`src/rtl/mtimer_mch_if.sv`:
```
// Register bus and interrupt lines of the multi-channel machine timer.
// Writes are taken every cycle that we_i is high (no backpressure); reads are combinational from addr_i.
interface mtimer_mch_if;
    logic        we_i;
    logic [7:0]  addr_i;
    logic [31:0] wdata_i;
    logic [31:0] rdata_o;
    logic        irq_o;
    logic [2:0]  irq_id_o;

    modport master (output we_i, addr_i, wdata_i, input rdata_o, irq_o, irq_id_o);
    modport slave  (input we_i, addr_i, wdata_i, output rdata_o, irq_o, irq_id_o);
endinterface

```
`src/rtl/mtimer_mch.sv`:
```
// 64-bit machine timer with CH_NUM compare channels (one-shot or periodic) and a registered interrupt.
// Optional prescaler is built only when MTIMER_PRESC_EN is defined.
module mtimer_mch #(
    parameter int CH_NUM  = 4,
    parameter int PRESC_W = 8
) (
    input logic        clk,
    input logic        rst_n,
    mtimer_mch_if.slave bus
);
    logic              en;
    logic [63:0]       mtime;
    logic [CH_NUM-1:0] pend, mask, armed, periodic, match, act;
    logic [63:0]       cmp    [CH_NUM];
    logic [31:0]       period [CH_NUM];
    logic              tick, irq;
    logic [2:0]        irq_id, irq_id_nxt;

    logic wr_ctrl, wr_mtl, wr_mth, wr_pend, wr_mask, clr;
    logic [CH_NUM-1:0] wr_cmp_lo, wr_cmp_hi, wr_period, wr_mode;

    always_comb begin
        wr_ctrl = bus.we_i && (bus.addr_i == 8'h00);
        wr_mtl  = bus.we_i && (bus.addr_i == 8'h02);
        wr_mth  = bus.we_i && (bus.addr_i == 8'h03);
        wr_pend = bus.we_i && (bus.addr_i == 8'h04);
        wr_mask = bus.we_i && (bus.addr_i == 8'h05);
        clr     = wr_ctrl && bus.wdata_i[1];
        for (int k = 0; k < CH_NUM; k++) begin
            wr_cmp_lo[k] = bus.we_i && (bus.addr_i == 8'(16 + 2 * k));
            wr_cmp_hi[k] = bus.we_i && (bus.addr_i == 8'(17 + 2 * k));
            wr_period[k] = bus.we_i && (bus.addr_i == 8'(48 + k));
            wr_mode[k]   = bus.we_i && (bus.addr_i == 8'(56 + k));
            match[k]     = armed[k] && (mtime >= cmp[k]);
        end
    end

`ifdef MTIMER_PRESC_EN
    logic [PRESC_W-1:0] presc, presc_cnt;
    logic               wr_presc;

    assign wr_presc = bus.we_i && (bus.addr_i == 8'h01);
    assign tick     = en && (presc_cnt == presc);

    always_ff @(posedge clk or negedge rst_n) begin
        if (!rst_n) begin
            presc     <= '0;
            presc_cnt <= '0;
        end else if (wr_presc) begin
            presc     <= bus.wdata_i[PRESC_W-1:0];
            presc_cnt <= '0;
        end else if (en) begin
            presc_cnt <= tick ? '0 : presc_cnt + 1'b1;
        end
    end
`else
    assign tick = en;
`endif

    // Software writes to mtime (or CLR) override the increment in the same cycle.
    always_ff @(posedge clk or negedge rst_n) begin
        if (!rst_n) begin
            en    <= 1'b0;
            mtime <= '0;
            mask  <= '0;
        end else begin
            if (wr_ctrl) en <= bus.wdata_i[0];
            if (wr_mask) mask <= bus.wdata_i[CH_NUM-1:0];
            if (clr)         mtime        <= '0;
            else if (wr_mtl) mtime[31:0]  <= bus.wdata_i;
            else if (wr_mth) mtime[63:32] <= bus.wdata_i;
            else if (tick)   mtime        <= mtime + 64'd1;
        end
    end

    // A hardware match sets PEND even if the same bit is being cleared by software.
    always_ff @(posedge clk or negedge rst_n) begin
        if (!rst_n) begin
            pend     <= '0;
            armed    <= '0;
            periodic <= '0;
            for (int k = 0; k < CH_NUM; k++) begin
                cmp[k]    <= '1;
                period[k] <= '0;
            end
        end else begin
            pend <= (pend & ~(wr_pend ? bus.wdata_i[CH_NUM-1:0] : '0)) | match;
            for (int k = 0; k < CH_NUM; k++) begin
                if (wr_period[k]) period[k]   <= bus.wdata_i;
                if (wr_mode[k])   periodic[k] <= bus.wdata_i[0];
                if (wr_cmp_hi[k]) begin
                    cmp[k][63:32] <= bus.wdata_i;
                    armed[k]      <= 1'b1;
                end else begin
                    if (wr_cmp_lo[k]) begin
                        cmp[k][31:0] <= bus.wdata_i;
                    end else if (match[k] && periodic[k] && (period[k] != 32'd0)) begin
                        cmp[k] <= cmp[k] + {32'd0, period[k]};
                    end
                    if (match[k] && !(periodic[k] && (period[k] != 32'd0))) armed[k] <= 1'b0;
                end
            end
        end
    end

    always_comb begin
        act        = pend & mask;
        irq_id_nxt = '0;
        for (int k = CH_NUM - 1; k >= 0; k--) begin
            if (act[k]) irq_id_nxt = 3'(k);
        end
    end

    always_ff @(posedge clk or negedge rst_n) begin
        if (!rst_n) begin
            irq    <= 1'b0;
            irq_id <= '0;
        end else begin
            irq    <= |act;
            irq_id <= irq_id_nxt;
        end
    end

    assign bus.irq_o    = irq;
    assign bus.irq_id_o = irq_id;

    always_comb begin
        bus.rdata_o = '0;
        case (bus.addr_i)
            8'h00:   bus.rdata_o = {31'd0, en};
`ifdef MTIMER_PRESC_EN
            8'h01:   bus.rdata_o = 32'(presc);
`else
            8'h01:   bus.rdata_o = 32'({PRESC_W{1'b0}});
`endif
            8'h02:   bus.rdata_o = mtime[31:0];
            8'h03:   bus.rdata_o = mtime[63:32];
            8'h04:   bus.rdata_o = 32'(pend);
            8'h05:   bus.rdata_o = 32'(mask);
            default: bus.rdata_o = '0;
        endcase
        for (int k = 0; k < CH_NUM; k++) begin
            if (bus.addr_i == 8'(16 + 2 * k)) bus.rdata_o = cmp[k][31:0];
            if (bus.addr_i == 8'(17 + 2 * k)) bus.rdata_o = cmp[k][63:32];
            if (bus.addr_i == 8'(48 + k))     bus.rdata_o = period[k];
            if (bus.addr_i == 8'(56 + k))     bus.rdata_o = {30'd0, armed[k], periodic[k]};
        end
    end
endmodule

```
`src/flat_wrapper.sv`:
```
// flat-port wrapper written by rule: the top's interface ports become plain ports
module mtimer_mch_flat 
#(
    parameter int CH_NUM  = 4,
    parameter int PRESC_W = 8
)
  (clk, rst_n, bus_we_i, bus_addr_i, bus_wdata_i, bus_rdata_o, bus_irq_o, bus_irq_id_o);
  mtimer_mch_if bus_i ();
  input logic clk;
  input logic rst_n;
  input wire logic [$bits(bus_i.we_i)-1:0] bus_we_i;
  input wire logic [$bits(bus_i.addr_i)-1:0] bus_addr_i;
  input wire logic [$bits(bus_i.wdata_i)-1:0] bus_wdata_i;
  output wire logic [$bits(bus_i.rdata_o)-1:0] bus_rdata_o;
  output wire logic [$bits(bus_i.irq_o)-1:0] bus_irq_o;
  output wire logic [$bits(bus_i.irq_id_o)-1:0] bus_irq_id_o;
  assign bus_i.we_i = bus_we_i;
  assign bus_i.addr_i = bus_addr_i;
  assign bus_i.wdata_i = bus_wdata_i;
  assign bus_rdata_o = bus_i.rdata_o;
  assign bus_irq_o = bus_i.irq_o;
  assign bus_irq_id_o = bus_i.irq_id_o;
  mtimer_mch #(.CH_NUM(CH_NUM), .PRESC_W(PRESC_W)) u_core (.clk(clk), .rst_n(rst_n), .bus(bus_i));
endmodule
```
`config.mk`:
```
export PLATFORM = sky130hd
export DESIGN_NAME = mtimer_mch_flat
export DESIGN_NICKNAME = d
export VERILOG_FILES = /design/src/rtl/mtimer_mch_if.sv /design/src/rtl/mtimer_mch.sv /design/src/flat_wrapper.sv
export SDC_FILE = /design/constraint.sdc
export NUM_CORES = 2
export LEC_CHECK = 0
export ABC_CLOCK_PERIOD_IN_PS = 5300
export BUFFER_PORTS_ARGS = -buffer_cell sky130_fd_sc_hd__buf_4
export CAP_MARGIN = 15
export CORE_MARGIN = 5
export CORE_UTILIZATION = 40
export DETAILED_ROUTE_END_ITERATION = 7
export PLACE_DENSITY = 0.66
export RECOVER_POWER = 100
export SLEW_MARGIN = 20
export SYNTH_ARGS = -nofsm -noshare
export SYNTH_HDL_FRONTEND = slang
export SYNTH_SLANG_ARGS = --single-unit
```
`constraint.sdc`:
```
create_clock -name clk -period 5.3 [get_ports clk]
set_input_delay 0 -clock clk [delete_from_list [all_inputs] [get_ports clk]]
set_output_delay 0 -clock clk [all_outputs]
set_load 0.05 [all_outputs]
```
==> flow_summary.ini <==
[run_status]
run_status = finished, violations left
failed_checks = design-rule violations, max-capacitance violations, max-slew violations

[floorplan]
io_pins = 79
die_x_um = 323.7
die_area_sq_um = 104700
coreArea_sq_um = 97990
std_cell_rows = 115
die_y_um = 323.7
start_util_pct = 40.16

[setup_path]
r2r-start = u_core.mtime[0]
endpoint = bus_rdata_o[27]
reg2reg_depth = 12
crit_arrival_ns = 5.01
crit_path_end_kind = output port
worstPathMaxFanout = 32
crit_start = bus_addr_i[0]
critPathKind = in -> out
r2r_end = u_core.cmp[84]
cp.required_ns = 5.30
reg2reg_slack_ns = 0.32
cp-start-kind = primary input

[timing]
finalSetupTns_ns = 0
final_max_slew_viol_count = 738
period_needed_ns = 5.010
setup_ws_ns = 0.2903
period_share_pct = 94.52
max_slew_margin_pct = -60.20
grt_setup_unrepaired = false
fmax_ghz = 0.1996
finalHoldViolCount = 0
finalSetupViolCount = 0
max_slew.worst_pin.slew_ns = 2.403
finClkSkew_ns = 0.03573

[drt]
drt_first_pass_iters = 8
wl_per_cell_um = 27.99
drc = 25
ant_nets = 0
via_per_inst = 6.623
vias = 40490
drtIter0Drc = 5808
wirelength_um = 171100

[placement]
gp_congestion = 1.025
dp_hpwl_um = 127500
place.port_buffers = 77
pre_cts_slack_ns = 0.7842

[power]
leakagePower_nw = 19.55
power_density_nw_per_um2 = 242.3
ir_drop_mv = 0.2675

[synthesis]
synth_fp_nets = 5195
postSynthAreaPerCell_sq_um = 8.262
ys_ff_latch = 468
async_flop_share_pct = 100.0
ys_types = 95
synth_area_sq_um = 39350
synth_area_leaders = dfstp_2 17%, dfrtp_1 13%, ha_1 12%, o21ai_0 4.8%, nand2_1 4.4%
netlist.area_leader.share_pct = 17.09
synth_edf_count = 0
yosysTopAreaCell = dfstp_2
yosysWarnings = 0
post-synth-top-count-cell = nand2_1
netlist_instances = 4763
ys_top_cells_by_count = 459 x nand2_1, 403 x nor2_1, 385 x ha_1
seq_area_frac_synth_pct = 30.58
synth_ff_type = dfstp_2

[grt]
grt_pass1_vias = 37039
grt.total_usage_pct = 31.41
grt.overflow.total = 0
grt_use_met2_pct = 45.38
grt.met1_usage_pct = 43.11
grt_max_degree = 155
antenna_found_initial = 6
use_met3_pct = 7.556
grt_busiest_layer = met2
grt_pass1_wl_um = 249500

[final_layout]
nets = 5205
drive_above_1_share_pct = 14.24
area_growth_pct = 10.93

[min_path]
hold_path.class = in -> reg

[clocking]
cts_root_buf = clkbuf_16
cts_sinks = 468
clk_pin_slew_ns = 0.06
cts_resized = 0
tritoncts = yes
h-tree-depth = 2
clock_latency_ns = 0.66
numCtsBuffers = 60
cts_buffer_depth = 3

[job]
cap_viol_max_count = 14
-- how the worst min path moves through the flow --
stage	from	endpoint	slack [ns]	depth (start not counted)
after floorplan	rst_n	u_core.armed[0]	-0.30	0
after global placement	rst_n	u_core.period[53]	-0.01	1
after detailed placement	rst_n	u_core.period[53]	-0.01	1
after CTS	bus_addr_i[7]	u_core.periodic[2]	0.08	6
after global routing	bus_addr_i[7]	u_core.periodic[2]	0.15	6
final	bus_addr_i[7]	u_core.periodic[2]	0.13	6
-- stage by stage --
stage / power, mW / hold slack [ns] / cell area (sq um) / std cells / utilization (%)
after detailed placement: 6.068 / -0.01305 / 41400 / 5957 / 42.25
after global routing: 10.93 / 0.1471 / 43650 / 6112 / 44.54
after CTS: 10.54 / 0.07662 / 43940 / 6112 / 44.84
after floorplan: 5.295 / -0.2956 / 39350 / 4763 / -
after global placement: 6.036 / -0.01382 / 41400 / 5957 / 42.25
final: 10.58 / 0.1260 / 43650 / 6114 / 44.55
-- sequential cells by signal, summed over array words and instances, names as in the netlist --
name / flops
u_core.armed: 4
u_core.bus.irq_id_o: 2
u_core.bus.irq_o: 1
u_core.cmp: 256
u_core.en: 1
u_core.mask: 4
u_core.mtime: 64
u_core.pend: 4
u_core.period: 128
u_core.periodic: 4
-- cells in the final DEF (no fill, tap or decap), types with 75 or more instances in the layout --
cell type / n
inv_1: 298
mux2_2: 147
nand2_1: 458
nand3_1: 129
buf_4: 118
a21oi_1: 333
nor2_1: 395
dfrtp_1: 212
a31oi_1: 148
o21ai_0: 379
nor3_1: 83
ha_1: 385
a21o_1: 81
nor4_1: 75
xnor2_1: 105
dfstp_2: 250
nand4_1: 102
a211oi_1: 95
-- cells by family after synthesis --
family	synth area share, %
AO/OA/AOI/OAI	24.62
XOR/XNOR	3.250
adder cells (fa/ha/maj)	12.45
buffers and inverters	5.399
flip-flops	30.58
multiplexers	5.148
other	0.009530
AND/OR/NAND/NOR	18.56
-- critical path, stage by stage --
cell and delay, ns:
dlygate4sd3_1 0.54, clkbuf_1 0.35, or4b_2 0.84, nor2_2 0.12, clkbuf_1 1.37, a21oi_1 0.04, o21ai_0 0.15, o221ai_1 0.29
a211oi_1 0.85, clkbuf_2 0.42
-- power breakdown --
part | internal, mW | total [mW] | switching, mW
logic | 0.692 | 1.90 | 1.21
registers | 3.86 | 4.21 | 0.348
clock network | 2.68 | 4.47 | 1.78
total | 7.23 | 10.6 | 3.34
-- final cells by class --
class	count	area (sq um)
repair buffers	209	1551
multi-input cells	3735	25220
clock buffers	94	1822
well taps	1287	1610
clock inverters	20	289.0
diodes	2	5.005
inverters	299	1122
flip-flops and latches	468	12030
fillers	9579	54340
-- what timing repair did --
action | 4_1_cts | 5_1_grt
hold buffers | 41 | 0
buffers inserted | 0 | 0
endpoints found under the hold margin | 605 | 0
-- layer usage --
layer / routed length, um / vias up
met5: 27 / -
met4: 12010 / 4
met3: 20560 / 532
met2: 69330 / 2545
met1: 69180 / 19601
li1: - / 17808
Note: power is estimated with default switching activity, not from simulation.
